==> src/rtl/pkt_id_pkg.sv <==
// pkt_id_pkg: shared byte-class codes, sync-header codes, framer state and buffer entry types.
package pkt_id_pkg;

    // One-hot byte class codes from the byte checker; 0 means idle/skip.
    localparam logic [5:0] T_STP       = 6'b000001;
    localparam logic [5:0] T_SDP       = 6'b000010;
    localparam logic [5:0] T_TLP_DATA  = 6'b000100;
    localparam logic [5:0] T_DLLP_DATA = 6'b001000;
    localparam logic [5:0] T_END       = 6'b010000;
    localparam logic [5:0] T_EDB       = 6'b100000;

    // Gen3 block sync headers (data block / ordered-set block).
    localparam logic [1:0] SYNC_DATA   = 2'b10;
    localparam logic [1:0] SYNC_ORDSET = 2'b01;

    typedef enum logic [1:0] {IDLE, IN_TLP, IN_DLLP, DISCARD} state_e;

    typedef struct packed {
        logic       sop;
        logic       eop;
        logic       is_dllp;
        logic [7:0] data;
    } entry_t;

endpackage

==> src/rtl/commit_fifo.sv <==
// commit_fifo: byte buffer whose read side only sees bytes up to the commit pointer.
// Ports:
//   clk, rst_n     clock, asynchronous active-low reset
//   wr_en_i        write wr_entry_i at wr_ptr
//   commit_i       publish everything written so far (including a same-cycle write)
//   rewind_i       discard uncommitted bytes (wr_ptr <- commit_ptr)
//   rd_en_i        consumer pops the entry at rd_ptr when valid_o
//   rd_entry_o     entry at rd_ptr
//   full_o         DEPTH entries between rd_ptr and wr_ptr
//   valid_o        committed, unread data present
module commit_fifo
    import pkt_id_pkg::*;
#(
    parameter int DEPTH = 64
) (
    input  logic   clk,
    input  logic   rst_n,
    input  logic   wr_en_i,
    input  entry_t wr_entry_i,
    input  logic   commit_i,
    input  logic   rewind_i,
    input  logic   rd_en_i,
    output entry_t rd_entry_o,
    output logic   full_o,
    output logic   valid_o
);
    localparam int AW = $clog2(DEPTH);

    logic [AW:0] wr_q, commit_q, rd_q;
    entry_t      mem_q [DEPTH];

    always_ff @(posedge clk)
        if (wr_en_i) mem_q[wr_q[AW-1:0]] <= wr_entry_i;

    always_ff @(posedge clk or negedge rst_n) begin
        if (!rst_n) begin
            wr_q     <= '0;
            commit_q <= '0;
            rd_q     <= '0;
        end else begin
            if (wr_en_i) wr_q <= wr_q + (AW+1)'(1);
            else if (rewind_i) wr_q <= commit_q;
            if (commit_i) commit_q <= wr_q + {{AW{1'b0}}, wr_en_i};
            if (rd_en_i && valid_o) rd_q <= rd_q + (AW+1)'(1);
        end
    end

    assign full_o     = (wr_q - rd_q) == (AW+1)'(DEPTH);
    assign valid_o    = rd_q != commit_q;
    assign rd_entry_o = mem_q[rd_q[AW-1:0]];

endmodule

==> src/rtl/pkt_framer_buffer.sv <==
// pkt_framer_buffer: frames TLP/DLLP packets from the classified byte stream and releases them after a good END.
// Ports:
//   clk, rst_n                 clock, asynchronous active-low reset
//   in_valid, in_data, in_type classified byte input
//   out_valid, out_ready       output handshake
//   out_data, out_sop, out_eop, out_is_dllp  committed packet bytes
//   drop_pulse                 packet discarded
//   overflow_pulse             packet discarded for full buffer or MAX_LEN
//   err_pulse                  stray byte outside a packet
module pkt_framer_buffer
    import pkt_id_pkg::*;
#(
    parameter int DEPTH    = 64,
    parameter int MAX_LEN  = 48,
    parameter int DLLP_LEN = 6
) (
    input  logic       clk,
    input  logic       rst_n,
    input  logic       in_valid,
    input  logic [7:0] in_data,
    input  logic [5:0] in_type,
    output logic       out_valid,
    input  logic       out_ready,
    output logic [7:0] out_data,
    output logic       out_sop,
    output logic       out_eop,
    output logic       out_is_dllp,
    output logic       drop_pulse,
    output logic       overflow_pulse,
    output logic       err_pulse
);
    localparam int CW = $clog2(DEPTH) + 2;

    state_e        state_q, state_d;
    logic [CW-1:0] cnt_q, cnt_d;
    logic [7:0]    stg_q, stg_d;
    logic          drop_q, drop_d, ovf_q, ovf_d, err_q, err_d;
    logic          wr_en, commit, rewind, eop_w, full, fifo_valid;
    logic          in_pkt, is_start, data_ok, tlp_too_long, end_ok;
    entry_t        rd_entry;

    assign in_pkt       = (state_q == IN_TLP) || (state_q == IN_DLLP);
    assign is_start     = (in_type == T_STP) || (in_type == T_SDP);
    assign data_ok      = (state_q == IN_TLP) ? (in_type == T_TLP_DATA) : (in_type == T_DLLP_DATA);
    assign tlp_too_long = (state_q == IN_TLP) && (cnt_q >= CW'(MAX_LEN));
    assign end_ok       = (in_type == T_END) && (cnt_q != '0) &&
                          ((state_q == IN_TLP) || (cnt_q == CW'(DLLP_LEN)));

    // The byte in stg_q is the newest payload byte; it is only written once the
    // next data byte or END arrives, so END can tag it with eop. cnt_q==1 at
    // write time means the staged byte is the packet's first.
    always_comb begin
        state_d = state_q;
        cnt_d   = cnt_q;
        stg_d   = stg_q;
        wr_en   = 1'b0;
        commit  = 1'b0;
        eop_w   = 1'b0;
        rewind  = 1'b0;
        drop_d  = 1'b0;
        ovf_d   = 1'b0;
        err_d   = 1'b0;
        if (in_valid) begin
            if (is_start) begin
                rewind  = in_pkt;
                drop_d  = in_pkt;
                state_d = (in_type == T_STP) ? IN_TLP : IN_DLLP;
                cnt_d   = '0;
            end else if (state_q == IDLE) begin
                err_d = in_type inside {T_TLP_DATA, T_DLLP_DATA, T_END, T_EDB};
            end else if (state_q == DISCARD) begin
                if (in_type inside {T_END, T_EDB}) state_d = IDLE;
            end else if (data_ok) begin
                if (tlp_too_long || (cnt_q != '0 && full)) begin
                    ovf_d = 1'b1;
                end else begin
                    wr_en = cnt_q != '0;
                    stg_d = in_data;
                    cnt_d = cnt_q + CW'(1);
                end
            end else if (end_ok) begin
                if (full) begin
                    ovf_d = 1'b1;
                end else begin
                    wr_en   = 1'b1;
                    eop_w   = 1'b1;
                    commit  = 1'b1;
                    state_d = IDLE;
                end
            end else if (in_type != '0) begin
                drop_d  = 1'b1;
                rewind  = 1'b1;
                state_d = IDLE;
            end
            if (ovf_d) begin
                drop_d  = 1'b1;
                rewind  = 1'b1;
                state_d = DISCARD;
            end
            if (rewind) begin
                stg_d = '0;
                cnt_d = '0;
            end
        end
    end

    always_ff @(posedge clk or negedge rst_n) begin
        if (!rst_n) begin
            state_q <= IDLE;
            cnt_q   <= '0;
            stg_q   <= '0;
            drop_q  <= 1'b0;
            ovf_q   <= 1'b0;
            err_q   <= 1'b0;
        end else begin
            state_q <= state_d;
            cnt_q   <= cnt_d;
            stg_q   <= stg_d;
            drop_q  <= drop_d;
            ovf_q   <= ovf_d;
            err_q   <= err_d;
        end
    end

    commit_fifo #(.DEPTH(DEPTH)) u_fifo (
        .clk       (clk),
        .rst_n     (rst_n),
        .wr_en_i   (wr_en),
        .wr_entry_i('{sop: cnt_q == CW'(1), eop: eop_w, is_dllp: state_q == IN_DLLP, data: stg_q}),
        .commit_i  (commit),
        .rewind_i  (rewind),
        .rd_en_i   (out_ready),
        .rd_entry_o(rd_entry),
        .full_o    (full),
        .valid_o   (fifo_valid)
    );

    // Memory is not reset, so fields are forced to 0 whenever nothing is committed.
    assign out_valid      = fifo_valid;
    assign out_data       = fifo_valid ? rd_entry.data : '0;
    assign out_sop        = fifo_valid & rd_entry.sop;
    assign out_eop        = fifo_valid & rd_entry.eop;
    assign out_is_dllp    = fifo_valid & rd_entry.is_dllp;
    assign drop_pulse     = drop_q;
    assign overflow_pulse = ovf_q;
    assign err_pulse      = err_q;

endmodule

==> config.mk <==
export PLATFORM = sky130hd
export DESIGN_NAME = pkt_framer_buffer
export DESIGN_NICKNAME = d
export VERILOG_FILES = /design/src/rtl/pkt_id_pkg.sv /design/src/rtl/commit_fifo.sv /design/src/rtl/pkt_framer_buffer.sv
export SDC_FILE = /design/constraint.sdc
export NUM_CORES = 1
export LEC_CHECK = 0
export ABC_CLOCK_PERIOD_IN_PS = 7000
export CORE_MARGIN = 5
export CORE_UTILIZATION = 40
export CTS_BUF_LIST = sky130_fd_sc_hd__clkbuf_16
export CTS_CLUSTER_DIAMETER = 30
export DETAILED_ROUTE_END_ITERATION = 8
export GPL_TIMING_DRIVEN = 0
export SYNTH_ARGS = -nofsm -noshare
export SYNTH_HDL_FRONTEND = slang
export SYNTH_HIERARCHICAL = 1
export SYNTH_SLANG_ARGS = --single-unit
==> constraint.sdc <==
create_clock -name clk -period 7 [get_ports clk]
set_input_delay 1.4 -clock clk [delete_from_list [all_inputs] [get_ports clk]]
set_output_delay 1.4 -clock clk [all_outputs]
set_load 0.02 [all_outputs]
==> summary.md, run 1 <==
| Metric | Value |
|---|---|
| CTS max path bufs | 3 |
| Overall via count from detail_route | 16579 |
| CP Capture Type | flop |
| Main synth FF type | edfxtp_1 |
| DR DRC count | 0 |
| Number of global-route vias before repair | 16786 |
| Largest net degree at the start of global routing | 53 |
| Ys async rst share | 0.0563 |
| Combinational share of power | 0.223 |
| Total GRT Usage | 0.190 |
| Largest family of logic cells by synthesized area | multiplexers |
| Max-slew violation count | 2 |
| Ys Warns | 6 |
| Reg clk slew, reported paths | 0.05 ns |
| Clock power frac | 0.443 |
| Number of port buffers | 31 |
| Fmax achieved | 144 MHz |
| Overall Power | 0.0147 W |
| Int Pwr | 0.0104 W |
| Critical Path RT | 7.30 ns |
| Nets | 1852 |
| Sink Count | 746 |
| Fin cells | 2898 |
| Switching share of power | 0.292 |
| Peak supply drop | 0.212 mV |
| Core area | 74700 sq um |
| CTS Hold Bufs | 0 |
| Cell count after synthesis | 1623 |
| Worst setup path class | flop to flop |
| Post-Place Cells | 2646 |
| Critical-path maximum fanout | 11 |
| Critical Path Start Type | flop |
| Synthesized flop and latch total | 746 |
| Hold WC Path Type | input port to asynchronous set/reset pin |
| Die X | 285 um |
| Initial DRT Pass Iterations | 5 |
| Io pins | 33 |
| Layout cell share with drive strength beyond 1 | 0.263 |
| Most frequent cells in the layout | edfxtp_1 (704), clkbuf_16 (138), mux4_2 (137) |
| Leakage power | 13.7 nW |
| Synth Area in Compound Gates | 0.0484 |
| Multiplexer share of the synthesized area | 0.140 |
| WL met1 | 32600 um |
| Slew HR | -0.0671 |
| FP Rows | 100 |
| Flop pwr share | 0.333 |
| DP HPWL | 51500 um |
| Most common cell after layout, fill and taps aside | edfxtp_1 |
| RSZ-0062 raised after global routing | yes |
| Fill count | 6034 |
| Post-Syn Area | 30300 sq um |
| Worst Skew | 0.0292 ns |
| Initial core utilization | 0.405 |
| Failing checks | capacitance limit, slew limit |
| Grt total ovfl | 0 |
| First-pass GRT wire length | 114000 um |
| Htree depth | 4 |
| Number of buffers created by CTS | 135 |
| Area share of and/or/nand/nor cells after synthesis | 0.0446 |
| Die height | 285 um |
| Initial antenna violation count | 2 |
| Met2 routed WL | 37300 um |
| Die area | 81300 sq um |
| TritonCTS clock tree | built |
| Post-synth EDFFs | 704 |
| Area growth from synthesis to layout | 21.9% |
| Final GP Congestion | 0.845 |
| Slew @ Worst Pin | 1.56 ns |
| Detailed Route WL | 77700 um |
| Vias/cell | 5.72 |
| Post-synth cell types | 77 |
| Final ANT Viol Nets | 0 |
| Post-route minimum period | 6.96 ns |
| Setup-failing EPs final | 0 |
| Pwr dens | 398 nW/um^2 |
| Max layer used | met5 |
| Clock root buffer | clkbuf_16 |
| WL per Instance | 26.8 um |
| CP arrival | 7.27 ns |
| Post-Syn Nets | 1659 |
| Final hold viol count | 0 |
| Status | finished with violations |
| Worst skew pair latency | 0.71 ns |
| Synth Area in Adders | 0.00744 |
| Syn_area_per_cell | 18.7 sq um |
| Sequential-to-total area share from yosys stat | 0.733 |
| Net switching power | 0.00429 W |
| Post-layout util | 0.494 |
| XOR/XNOR Fraction of Synth Area | 0.00665 |
| Max cap viols | 1 |
| Final period utilization | 0.995 |
| Detail Route met3 WL | 5890 um |
| Iter 0 DRT Violations | 1624 |
## synthesized netlist by cell type (all sizes together) (3+ instances only)
| cell type | n | area, sq um |
|---|---|---|
| o221a | 5 | 56.3 |
| o2111ai | 3 | 26.3 |
| a221oi | 22 | 199 |
| o31ai | 3 | 22.5 |
| buf | 50 | 399 |
| ha | 18 | 225 |
| a32oi | 5 | 43.8 |
| nor3 | 16 | 101 |
| a21boi | 3 | 22.5 |
| o21ai | 56 | 295 |
| clkbuf | 39 | 146 |
| nand3 | 21 | 105 |
| xor2 | 13 | 114 |
| nand2 | 55 | 206 |
| o211ai | 6 | 58.8 |
| inv | 13 | 48.8 |
| and2 | 14 | 87.6 |
| nor3b | 3 | 22.5 |
| o211a | 3 | 30.0 |
| a22o | 14 | 123 |
| nor2b | 13 | 81.3 |
| a2111oi | 8 | 88.8 |
| a32o | 6 | 60.1 |
| edfxtp | 704 | 21100 |
| o21a | 4 | 31.3 |
| nor2 | 125 | 469 |
| dfrtp | 42 | 1050 |
| mux2 | 6 | 67.6 |
| nand4 | 5 | 31.3 |
| or2 | 3 | 18.8 |
| o22a | 5 | 43.8 |
| xnor2 | 10 | 87.6 |
| nor4 | 6 | 50.0 |
| mux4 | 137 | 3090 |
| o221ai | 6 | 52.6 |
| nand2b | 9 | 56.3 |
| a22oi | 4 | 30.0 |
| a21oi | 21 | 105 |
| a211oi | 10 | 75.1 |
| mux2i | 108 | 1080 |
| o22ai | 4 | 25.0 |
## logic make-up after synthesis
kind of cell,count (synthesis)
adders and majority gates,18
AOI/OAI and AO/OA,197
buffers and inverters,104
and+or+nand+nor,284
muxes,251
xor gates and xnor gates,23
DFF,746
## area by class of cell
cell class              instances  area [sq um]  share of cell area
diodes                          2          5.00            0.000136
plain buffers                  89           546              0.0148
clock buffers                 138          3450              0.0936
clock inverters               110          1160              0.0315
inverters                      15          56.3             0.00153
multi-input cells             773          7600               0.206
flip-flops and latches        746         22200               0.602
well taps                     969          1210              0.0329
repair buffers                 56           672              0.0182
## registers in the layout, indices dropped and copies added, names as in the netlist
name / count
err_pulse: 1
drop_pulse: 1
stg_q: 8
u_fifo/mem_q: 704
cnt_q: 8
u_fifo/commit_q: 7
u_fifo/rd_q: 7
overflow_pulse: 1
state_q: 2
u_fifo/wr_q: 7
## repair_timing
action / 4_1_cts / 5_1_grt
setup buffers: 0 / 0
setup endpoints to repair: 26 / 377
resized for setup: 6 / 25
## critical path, stage by stage, from the launching register on
cell      delay [ns]
dfrtp_1         0.37
buf_6           0.19
buf_6           0.20
buf_6           0.25
clkinv_1        0.24
clkbuf_1        0.40
ha_1            0.43
nor2b_1         0.14
o21a_1          0.18
o211a_1         0.24
o211ai_1        0.18
a21oi_1         0.27
a21boi_1        0.29
nor3_2          0.35
a21oi_1         0.11
nor2_1          0.38
clkbuf_1        0.35
clkbuf_1        0.38
nand3_1         0.51
nor2_1          1.07
## final timing paths
kind                       depth (start not counted)                        from                             end  slack (ns)
max                                               19  u_fifo/rd_q[1]$_DFFE_PN0P_    u_fifo/mem_q[1][6]$_DFFE_PP_        0.04
min                                                1                       rst_n            cnt_q[5]$_DFFE_PN0P_        0.54
max reg2reg                                       19  u_fifo/rd_q[1]$_DFFE_PN0P_    u_fifo/mem_q[1][6]$_DFFE_PP_        0.04
min reg2reg                                        1  u_fifo/rd_q[6]$_DFFE_PN0P_      u_fifo/rd_q[6]$_DFFE_PN0P_        0.56
max in group asynchronous                          2                       rst_n  u_fifo/commit_q[5]$_DFFE_PN0P_        5.98
min in group clk                                   1  u_fifo/rd_q[6]$_DFFE_PN0P_      u_fifo/rd_q[6]$_DFFE_PN0P_        0.56
## metal layers
metal / up-vias / GRT usage
met5: - / 0
met2: 679 / 0.301
li1: 7062 / -
met4: 2 / 0.0627
met3: 130 / 0.0418
met1: 8706 / 0.265
## per-stage QoR
step | hold slack, ns | area, sq um | setup TNS (ns) | setup slack (ns)
2_1_floorplan | 0.500 | 30300 | 0 | 1.36
3_3_place_gp | 0.538 | 31800 | -228.96 | -2.55
3_5_place_dp | 0.549 | 32200 | -1.19 | -0.110
4_1_cts | 0.509 | 36800 | -0.186 | -0.0173
5_1_grt | 0.532 | 36900 | -24.70 | -0.240
6_report | 0.545 | 36900 | 0 | 0.0367
## power groups by stage
| stage | Combinational, W | Sequential [W] | Clock, W |
|---|---|---|---|
| floorplan | 0.00204 | 0.00497 | 0 |
| global placement | 0.00321 | 0.00498 | 0 |
| detailed placement | 0.00326 | 0.00498 | 0 |
| CTS | 0.00327 | 0.00490 | 0.00660 |
| global route | 0.00344 | 0.00489 | 0.00686 |
| finish | 0.00328 | 0.00490 | 0.00651 |
(Power assumes the default switching activity.)
==> inputs of run 2 (changes only) <==
--- a/config.mk
+++ b/config.mk
@@ -8,10 +8,11 @@
 export ABC_CLOCK_PERIOD_IN_PS = 7000
 export CORE_MARGIN = 5
 export CORE_UTILIZATION = 40
-export CTS_BUF_LIST = sky130_fd_sc_hd__clkbuf_16
 export CTS_CLUSTER_DIAMETER = 30
 export DETAILED_ROUTE_END_ITERATION = 8
 export GPL_TIMING_DRIVEN = 0
+export SETUP_SLACK_MARGIN = 0.02
+export SLEW_MARGIN = 20
 export SYNTH_ARGS = -nofsm -noshare
 export SYNTH_HDL_FRONTEND = slang
 export SYNTH_HIERARCHICAL = 1
==> run 2 against run 1 <==
  * The flow finishes with violations (setup timing)
  * Non-clock buffer count decreased by 5
  * Clock skew decreased by 0.0059 ns
  * Combinational power about the same
  * Clock power increased by 4.5%
==> summary.md, run 2 (same netlist as run 1, synthesis figures left out) <==
| Metric | Value |
|---|---|
| Total GRT Usage | 0.191 |
| WL per Instance | 26.9 um |
| Number of global-route vias before repair | 16832 |
| Failing checks | setup timing |
| First-pass GRT wire length | 114000 um |
| Die X | 285 um |
| Final Worst Setup Slack | -0.0252 ns |
| DR DRC count | 0 |
| Peak supply drop | 0.200 mV |
| Htree depth | 4 |
| Core area | 74700 sq um |
| Sink Count | 746 |
| Slew HR | 0.227 |
| Final hold viol count | 0 |
| Setup-failing EPs final | 11 |
| Final hold slack | 0.555 ns |
| Max reg flops | 704 |
| Max-slew violation count | 0 |
| Die height | 285 um |
| Overall Power | 0.0150 W |
| CTS max path bufs | 3 |
| Slew @ Worst Pin | 1.16 ns |
| Leakage power | 13.7 nW |
| Buffers & Inverters on Critical Path | 7 |
| Io pins | 33 |
| Layout cell share with drive strength beyond 1 | 0.274 |
| Largest net degree at the start of global routing | 66 |
| Critical-path maximum fanout | 11 |
| Reg clk slew, reported paths | 0.05 ns |
| R2r worst-path depth | 19 |
| Most frequent cells in the layout | edfxtp_1 (704), clkbuf_16 (139), mux4_2 (137) |
| R2r endpoint | u_fifo/mem_q[27][8]$_DFFE_PP_ |
| CTS Hold Bufs | 0 |
| Worst Hold Endpoint | u_fifo/rd_q[6]$_DFFE_PN0P_ |
| Area growth from synthesis to layout | 22.7% |
| R2r setup slk | -0.03 ns |
| Final Instance Area | 37100 sq um |
| Most common cell after layout, fill and taps aside | edfxtp_1 |
| Critical Path RT | 7.33 ns |
| CP Capture Type | flop |
| Clock root buffer | clkbuf_16 |
| TritonCTS clock tree | built |
| Worst skew pair latency | 0.72 ns |
| Fin cells | 2896 |
| Final GP Congestion | 0.845 |
| RSZ-0062 raised after global routing | yes |
| Hold WC Path Type | flop to flop |
| HP Start | u_fifo/rd_q[6]$_DFFE_PN0P_ |
| Placed cell areas | 32200 sq um |
| Iter 0 DRT Violations | 1602 |
| Die area | 81300 sq um |
| Vias/cell | 5.73 |
| Initial antenna violation count | 1 |
| CP arrival | 7.35 ns |
| Initial DRT Pass Iterations | 6 |
| DP HPWL | 51000 um |
| Max cap viols | 0 |
| Highest cell delay on the worst timing path | 1.07 ns |
| Post-CTS setup repair buffer count | 0 |
| Worst setup path class | flop to flop |
| Pwr dens | 404 nW/um^2 |
| Slowest-stage cell, CP | nor2_1 |
| Overall via count from detail_route | 16580 |
| Largest delay share family, worst path | simple AND/OR/NAND/NOR gates |
| Fmax achieved | 142 MHz |
| Nets | 1849 |
| Final period utilization | 1.00 |
| Launching point of the worst reg2reg path | u_fifo/rd_q[1]$_DFFE_PN0P_ |
| Worst Skew | 0.0233 ns |
| Post-route minimum period | 7.03 ns |
| Crit-path cells | buf_6 > buf_6 > buf_6 > clkinv_1 > clkbuf_1 > ha_1 > nor2b_1 > o21a_1 > o211a_1 > o211ai_1 > a21oi_1 > a21boi_1 > nor3_2 > a21oi_1 > nor2_1 > clkbuf_1 > clkbuf_1 > nand3_1 > nor2_1 |
| Number of port buffers | 31 |
| Initial core utilization | 0.405 |
| Grt total ovfl | 0 |
| Detailed Route WL | 77800 um |
| Critical Path Start Type | flop |
| Hold path depth | 1 |
| Post-Place Cells | 2643 |
| FP Rows | 100 |
| Status | finished with violations |
| Setup tns final | -0.255 ns |
| Final ANT Viol Nets | 0 |
| Number of buffers created by CTS | 137 |
-- run 2: cell types whose count changed in the layout (fill, tap and decap cells not counted), sizes merged --
cell      delta
clkbuf      +16
bufinv       +3
clkinv      -17
clkinvlp     +6
inv          -5
buf          -5
-- run 2: layout make-up --
type,instances,area (sq um)
Inverter,15,56.3
Clock inverter,97,1250
Multi-Input combinational cell,773,7700
Clock buffer,154,3560
Buffer,89,546
Antenna cell,2,5.00
Fill cell,5956,37600
Tap cell,969,1210
Timing Repair Buffer,51,583
Sequential cell,746,22200
-- run 2: metrics by stage --
stage,worst slack [ns],util
3_3_place_gp,-2.55,0.426
3_5_place_dp,-0.00883,0.431
5_1_grt,-0.225,0.497
4_1_cts,0.0252,0.496
6_report,-0.0252,0.497
2_1_floorplan,1.36,-
-- run 2: where the power goes --
group	internal [W]	switching (W)
Combinational	0.00123	0.00207
Sequential	0.00487	0.0000346
Clock	0.00452	0.00228
-- run 2: worst max-delay path by stage --
stage                                                end  slack, ns  cells past startpoint                  startpoint
after floorplan            u_fifo/mem_q[0][10]$_DFFE_PP_       1.36                      2        cnt_q[4]$_DFFE_PN0P_
after global placement    u_fifo/mem_q[54][10]$_DFFE_PP_      -2.55                      2        cnt_q[4]$_DFFE_PN0P_
after detailed placement   u_fifo/mem_q[22][3]$_DFFE_PP_     -0.009                     19  u_fifo/rd_q[1]$_DFFE_PN0P_
after CTS                 u_fifo/mem_q[19][10]$_DFFE_PP_       0.03                     19  u_fifo/rd_q[1]$_DFFE_PN0P_
after global routing      u_fifo/mem_q[27][10]$_DFFE_PP_      -0.23                     19  u_fifo/rd_q[1]$_DFFE_PN0P_
final                      u_fifo/mem_q[27][8]$_DFFE_PP_      -0.03                     19  u_fifo/rd_q[1]$_DFFE_PN0P_
-- run 2: routing by layer --
layer | track usage | wire length, um
met1 | 0.262 | 32600
met2 | 0.301 | 37100
met3 | 0.0485 | 5980
met4 | 0.0645 | 2070
met5 | 0 | 0
-- run 2: worst register-to-register path: cells and delay by family (launching register included) --
family | cells | cell delay, ns
AOI/OAI and AO/OA | 6 | 1.27
DFF | 1 | 0.36
and+or+nand+nor | 5 | 2.51
adders and majority gates | 1 | 0.42
buffers and inverters | 7 | 2.10
-- run 2: repair_timing --
item	in CTS	in global routing
cloned	0	0
setup endpoints to repair	47	222
gates resized for setup	5	13
